File: src/rtl/uart_tx_serializer.sv
// 8N1 UART transmit engine: serialises one byte per send request and pulses
// done_o for one cycle after the stop bit so the control register can clear send.
module uart_tx_serializer #(
  parameter int CLKS_PER_BIT = 1042,
  parameter int CNT_W        = $clog2(CLKS_PER_BIT)
) (
  input  logic       clk_i,
  input  logic       reset_i,
  input  logic       send_i,
  input  logic [7:0] data_i,
  output logic       tx_o,
  output logic       busy_o,
  output logic       done_o,
  output logic [2:0] state_o
);

  typedef enum logic [2:0] {
    S_IDLE  = 3'd0,
    S_START = 3'd1,
    S_DATA  = 3'd2,
    S_STOP  = 3'd3,
    S_DONE  = 3'd4
  } state_t;

  localparam logic [CNT_W-1:0] LAST_CNT = CNT_W'(CLKS_PER_BIT - 1);

  state_t           r_state, w_state_n;
  logic [CNT_W-1:0] r_cnt,   w_cnt_n;
  logic [2:0]       r_idx,   w_idx_n;
  logic [7:0]       r_shift, w_shift_n;
  logic             r_tx,    w_tx_n;
  logic             w_bit_end;

  // Handshake: send_i acts as "valid" and is only sampled in IDLE; done_o acts
  // as the acknowledge, high for exactly the DONE cycle, so the register clears
  // send at the edge that returns us to IDLE and the next IDLE cycle sees it low.
  assign w_bit_end = (r_cnt == LAST_CNT);

  always_ff @(posedge clk_i) begin
    if (reset_i) begin
      r_state <= S_IDLE;
      r_cnt   <= '0;
      r_idx   <= '0;
      r_shift <= '0;
      r_tx    <= 1'b1;
    end else begin
      r_state <= w_state_n;
      r_cnt   <= w_cnt_n;
      r_idx   <= w_idx_n;
      r_shift <= w_shift_n;
      r_tx    <= w_tx_n;
    end
  end

  always_comb begin
    w_state_n = r_state;
    w_cnt_n   = r_cnt;
    w_idx_n   = r_idx;
    w_shift_n = r_shift;
    w_tx_n    = r_tx;
    case (r_state)
      S_IDLE: begin
        w_tx_n  = 1'b1;
        w_cnt_n = '0;
        if (send_i) begin
          w_shift_n = data_i;
          w_state_n = S_START;
          w_tx_n    = 1'b0;
        end
      end
      S_START: begin
        if (w_bit_end) begin
          w_cnt_n   = '0;
          w_idx_n   = '0;
          w_state_n = S_DATA;
          w_tx_n    = r_shift[0];
        end else begin
          w_cnt_n = r_cnt + 1'b1;
        end
      end
      S_DATA: begin
        if (w_bit_end) begin
          w_cnt_n   = '0;
          w_shift_n = r_shift >> 1;
          w_idx_n   = r_idx + 1'b1;
          // r_shift[1] is the bit that lands in position 0 after this shift.
          if (r_idx == 3'd7) begin
            w_state_n = S_STOP;
            w_tx_n    = 1'b1;
          end else begin
            w_tx_n = r_shift[1];
          end
        end else begin
          w_cnt_n = r_cnt + 1'b1;
        end
      end
      S_STOP: begin
        w_tx_n = 1'b1;
        if (w_bit_end) begin
          w_cnt_n   = '0;
          w_state_n = S_DONE;
        end else begin
          w_cnt_n = r_cnt + 1'b1;
        end
      end
      S_DONE: begin
        w_tx_n    = 1'b1;
        w_state_n = S_IDLE;
      end
      default: begin
        w_tx_n    = 1'b1;
        w_cnt_n   = '0;
        w_state_n = S_IDLE;
      end
    endcase
  end

  assign tx_o    = r_tx;
  assign busy_o  = (r_state != S_IDLE);
  assign done_o  = (r_state == S_DONE);
  assign state_o = r_state;

endmodule

File: config.mk
export PLATFORM = sky130hd
export DESIGN_NAME = uart_tx_serializer
export DESIGN_NICKNAME = d
export VERILOG_FILES = /design/src/rtl/uart_tx_serializer.sv
export SDC_FILE = /design/constraint.sdc
export NUM_CORES = 1
export LEC_CHECK = 0
export CAP_MARGIN = 20
export CORE_UTILIZATION = 55
export CTS_CLUSTER_SIZE = 8
export DETAILED_ROUTE_END_ITERATION = 8
export GPL_ROUTABILITY_DRIVEN = 1
export PLACE_DENSITY_LB_ADDON = 0.25
export SYNTH_ARGS = -nofsm -noshare
export SYNTH_HDL_FRONTEND = slang
export SYNTH_SLANG_ARGS = --single-unit
File: constraint.sdc
create_clock -name clk_i -period 3.4 [get_ports clk_i]
set_input_delay 0.34 -clock clk_i [delete_from_list [all_inputs] [get_ports clk_i]]
set_output_delay 0.34 -clock clk_i [all_outputs]
set_load 0.005 [all_outputs]
After elaboration in Yosys (flattened, before gate mapping). Cells that the tools add are included.

$add $sub $neg: 2. Equal/unequal tests: 11. Mux-type cells: 19. Reduce and logical (&&, ||, !) cells: 9.

Operators by type and width (number): case mux 11 bit (2 select lines) (1); 2-to-1 mux 3 bit (7); 2-to-1 mux 8 bit (2); case mux 8 bit (2 select lines) (1); case mux 3 bit (4 select lines) (1); adder 11 x 1 -> 11 bit, second input constant (1); equality test 11 bit, second input constant (1); 2-to-1 mux 11 bit (1); inequality test 2 bit, second input constant (5); equality test 3 x 2 -> 1 bit, second input constant (2); equality test 3 bit, second input constant (2); case mux 3 bit (2 select lines) (1); AND reduction 3 bit (2); AND reduction 5 bit (1); 2-to-1 mux 1 bit (4); nonzero test 2 bit (2); adder 3 x 1 -> 3 bit, second input constant (1); equality test 3 x 1 -> 1 bit, second input constant (1); zero test 3 bit (1); case mux 1 bit (3 select lines) (1); nonzero test 3 bit (1); OR reduction 3 bit (1); AND reduction 2 bit (1).

Flip-flop bits (word level): 26. Bits of input ports: 11. Output and inout port bits: 6. Logic and storage cells: 46.

Logic depth before layout (Yosys ltp).
Depth in word-level cells: 4. Mapped depth: 8. Mapped depth without buffers: 6.

Worst setup path after synthesis. Ideal clock, no wire load.

Kind: register -> register. Start: register r_cnt[0]. End: register r_tx, in the netlist tx_o. Setup time: 0.114 ns. Data arrival time: 1.625 ns. Required time: 3.286 ns. Path slack: 1.661 ns. Stages on the path, launching flop included: 6. Path buffers: 0. Period minus slack after synthesis: 1.739 ns. Cell sequence: dfxtp_1 -> ha_1 -> or4b_4 -> nor3_4 -> o221ai_1 -> a21o_1.

Cells in the longest elaborated chain, start to end: 3. Elaborated cells on any way between the ends: 4. Classes of those cells: eq/ne (3); reduce/logical (1).

Ends and longest elaborated chain: from (decl) (RTL line 28) `logic [CNT_W-1:0] r_cnt, w_cnt_n;`; from (signal assigned) (RTL line 48) `r_cnt <= w_cnt_n;`; equality test 11 bit * (RTL line 37) `assign w_bit_end = (r_cnt == LAST_CNT);`; inequality test 2 bit (no source line); AND reduction 2 bit (no source line) *; to (signal assigned) (RTL line 51) `r_tx <= w_tx_n;`; to (decl) (RTL line 31) `logic r_tx, w_tx_n;`.

Mark *: on every way between the ends. The rest lies on a longest branch, timed or not. A chain may end at the register's enable or synchronous reset.

Worst setup path after layout.
Start: register r_state[1], in the netlist state_o[1]. End: output busy_o.

Cells in the longest elaborated chain, start to end: 1.

Ends and longest elaborated chain: from (decl) (RTL line 27) `state_t r_state, w_state_n;`; from (signal assigned) (RTL line 47) `r_state <= w_state_n;`; nonzero test 3 bit (RTL line 119) `assign busy_o = (r_state != S_IDLE);`; to (decl) (RTL line 12) `output logic busy_o,`.

No other way between the ends.

==> load_flow_metrics.sql <==
INSERT INTO impl_metrics (metric_group, metric, value, unit) VALUES
('worst_setup_path', 'cp_slowest_cell', 'dfxtp_1', ''),
('timing', 'tns', '0', 'ns'),
('logic_synthesis', 'postSynthRegisterBits', '26', ''),
('global_route', 'grt_pass1_vias', '1162', ''),
('worst_setup_path', 'worstPathCellList', 'nor2_1, nand2_1, clkdlybuf4s50_1', ''),
('worst_setup_path', 'critical_path_peak_fanout', '19', ''),
('timing', 'final_report_hold_violation_count', '0', ''),
('outcome', 'outcome', 'completed', ''),
('floorplan', 'die-width', '53.66', 'µm'),
('pwr', 'leakage_power', '0.5631', 'nW'),
('final_layout', 'area_growth_syn_to_layout', '12.19', '%'),
('logic_synthesis', 'syn_inst', '165', ''),
('worst_setup_path', 'crit_cells', '3', ''),
('clock_network', 'clk_path_buf_depth', '2', ''),
('final_layout', 'diodes', '0', ''),
('final_layout', 'finalNetCount', '192', ''),
('worst_setup_path', 'r2r_slack', '1.01', 'ns'),
('timing', 'final.period_utilization', '72.24', '%'),
('clock_network', 'cts_htree_levels', '1', ''),
('clock_network', 'tritoncts_clock_tree', 'built', ''),
('worst_hold_path', 'hold_path_startpoint', 'r_idx[2]$_SDFFE_PP0P_', ''),
('route', 'route.detailed.wl_per_inst', '15.67', 'µm'),
('pwr', 'total_power', '0.5245', 'mW'),
('floorplan', 'design.portCount', '17', ''),
('timing', 'max_slew.worst_pin.slew', '0.8109', 'ns'),
('timing', 'period_needed', '2.456', 'ns'),
('floorplan', 'core-area', '2500', 'µm²'),
('final_layout', 'multi_input_area', '883.3', 'µm²'),
('clock_network', 'clk_latency', '0.32', 'ns'),
('timing', 'timing_max_transition_violations_final', '0', ''),
('final_layout', 'layout.cells.most_common_list', 'dfxtp_1, clkdlybuf4s50_1', ''),
('worst_setup_path', 'critical-path-top-delay-family', 'flip-flops', ''),
('global_route', 'grt_remaining_overflow', '0', ''),
('worst_setup_path', 'launching_element_of_the_worst_setup_path', 'state_o[1]$_SDFFE_PP0P_', ''),
('logic_synthesis', 'synth.cell_area', '1468', 'µm²'),
('final_layout', 'final-instance-count-excl-fill', '205', ''),
('route', 'drc', '0', ''),
('logic_synthesis', 'synth-edff-count', '0', ''),
('final_layout', 'register_area', '520.5', 'µm²'),
('route', 'firstDrtPassIters', '4', ''),
('final_layout', 'post_route_cells_drive_above_1_share', '9.714', '%'),
('worst_setup_path', 'path_class', 'reg2out', ''),
('timing', 'setup_viol', '0', ''),
('floorplan', 'initial_utilization', '58.71', '%'),
('place', 'gpl.final_weighted_congestion', '0.8623', ''),
('worst_setup_path', 'critical-path-max-stage-delay', '0.88', 'ns'),
('route', 'wirelength', '3.213', 'mm'),
('logic_synthesis', 'post_synth_net_total', '180', ''),
('logic_synthesis', 'ys.warnings.count', '0', ''),
('worst_hold_path', 'hold_path.class', 'reg2reg', ''),
('worst_setup_path', 'worstSetupStartpointType', 'register', ''),
('clock_network', 'clock_sinks', '26', ''),
('final_layout', 'n_fill_cell', '222', ''),
('clock_network', 'clock_pin_slew_on_the_worst_setup_and_hold_paths', '0.14', 'ns'),
('place', 'dpl.hpwl', '2.303', 'mm'),
('clock_network', 'cts_post_setup_buffers_inserted', '0', ''),
('route', 'drtIter0Drc', '25', ''),
('floorplan', 'chipHeight', '53.66', 'µm'),
('logic_synthesis', 'synth_area_per_cell', '8.895', 'µm²'),
('timing', 'hold_slack', '0.4921', 'ns'),
('global_route', 'grt_antenna_before_repair', '0', ''),
('logic_synthesis', 'ys_types', '48', ''),
('floorplan', 'die-area', '2879', 'µm²'),
('timing', 'grt_setup_unrepaired', 'no', ''),
('pwr', 'vdd_drop_max', '248.6', 'µV'),
('worst_setup_path', 'critical_path.endpoint_type', 'output pin', ''),
('worst_setup_path', 'path_buf_inv', '1', ''),
('route', 'num_vias', '1279', ''),
('route', 'drt-vias-per-instance', '6.239', ''),
('worst_setup_path', 'worst_r2r_startpoint', 'state_o[1]$_SDFFE_PP0P_', ''),
('timing', 'worst_clock_skew', '0.006938', 'ns');
worst register-to-register path: cells and delay by family (launching register included):
family | cells | cell delay [ns]
DFF | 1 | 0.88
and+or+nand+nor | 3 | 1.29
AOI/OAI and AO/OA | 1 | 0.12
registers in the layout, summed over array words and instances (netlist names):
name	cells
r_idx	3
r_cnt	11
r_shift	8
tx_o	1
state_o	3
cells by family (layout without fill, tap and decap cells):
family / after synthesis / count (layout) / share of synthesized area [%]
adders and majority gates: 4 / 4 / 3.410
buffers and inverters: 14 / 24 / 4.348
xor gates and xnor gates: 5 / 5 / 2.984
AOI/OAI and AO/OA: 40 / 40 / 18.07
DFF: 26 / 26 / 35.46
and+or+nand+nor: 69 / 69 / 30.95
muxes: 7 / 7 / 4.774
power breakdown:
group          internal (mW)  leakage [nW]  switching, mW
clock                 0.0416        0.0138         0.0888
combinational         0.0356         0.337         0.0315
sequential             0.316         0.212         0.0111
total                  0.393         0.563          0.131
synth_stat cells, types with 2 or more instances:
cell / instances / area share, %
inv_1: 4 / 1.0
buf_2: 4 / 1.4
nor4b_1: 3 / 1.8
nand2b_1: 5 / 2.1
a21o_1: 2 / 1.0
xor2_1: 4 / 2.4
o21ai_0: 9 / 3.1
or4b_4: 2 / 1.9
o21bai_1: 2 / 1.0
nor3_1: 9 / 3.1
or3_2: 2 / 1.0
a31oi_1: 7 / 3.0
a211oi_1: 8 / 4.1
clkbuf_1: 3 / 0.77
and2_1: 2 / 0.85
nand2_1: 9 / 2.3
nor2_1: 5 / 1.3
or3_1: 2 / 0.85
dfxtp_1: 26 / 35
clkbuf_2: 2 / 0.68
and4_1: 2 / 1.2
nand3_1: 9 / 3.1
nor3b_1: 2 / 1.0
nor2b_1: 2 / 0.85
nand4_1: 3 / 1.3
ha_1: 4 / 3.4
a21oi_1: 6 / 2.0
mux2i_1: 7 / 4.8
per-layer routing:
layer	vias to the layer above	track usage, %	routed length [µm]
met5	-	0	0
met4	0	8.772	31
met3	4	3.107	120
met2	31	41.67	1550
met1	607	36.21	1511
li1	637	-	-
area by class of cell:
class                   instances  area share, %
clock buffers                   3          1.368
inverters                       4         0.9119
multi-input cells             125          53.65
flip-flops and latches         26          31.61
well taps                      30          2.280
repair buffers                 17          10.18
through the flow:
step / instance area (µm²) / worst slack [ns] / utilization, %
2_1_floorplan: 1468 / 1.661 / -
3_3_place_gp: 1624 / 1.250 / 64.96
3_5_place_dp: 1624 / 1.093 / 64.96
4_1_cts: 1647 / 0.9503 / 65.87
5_1_grt: 1647 / 0.8317 / 65.87
6_report: 1647 / 0.9437 / 65.87
worst min-delay path by stage:
stage	endpoint	slack (ns)	cells past startpoint
after CTS	r_idx[1]$_SDFFE_PP0P_	0.50	2
after global placement	r_idx[1]$_SDFFE_PP0P_	0.47	2
final	r_idx[2]$_SDFFE_PP0P_	0.49	2
after global routing	r_idx[1]$_SDFFE_PP0P_	0.52	2
after detailed placement	r_idx[2]$_SDFFE_PP0P_	0.48	2
after floorplan	r_cnt[10]$_SDFFE_PP0N_	0.45	1
Power figures use the tool's default switching activity.
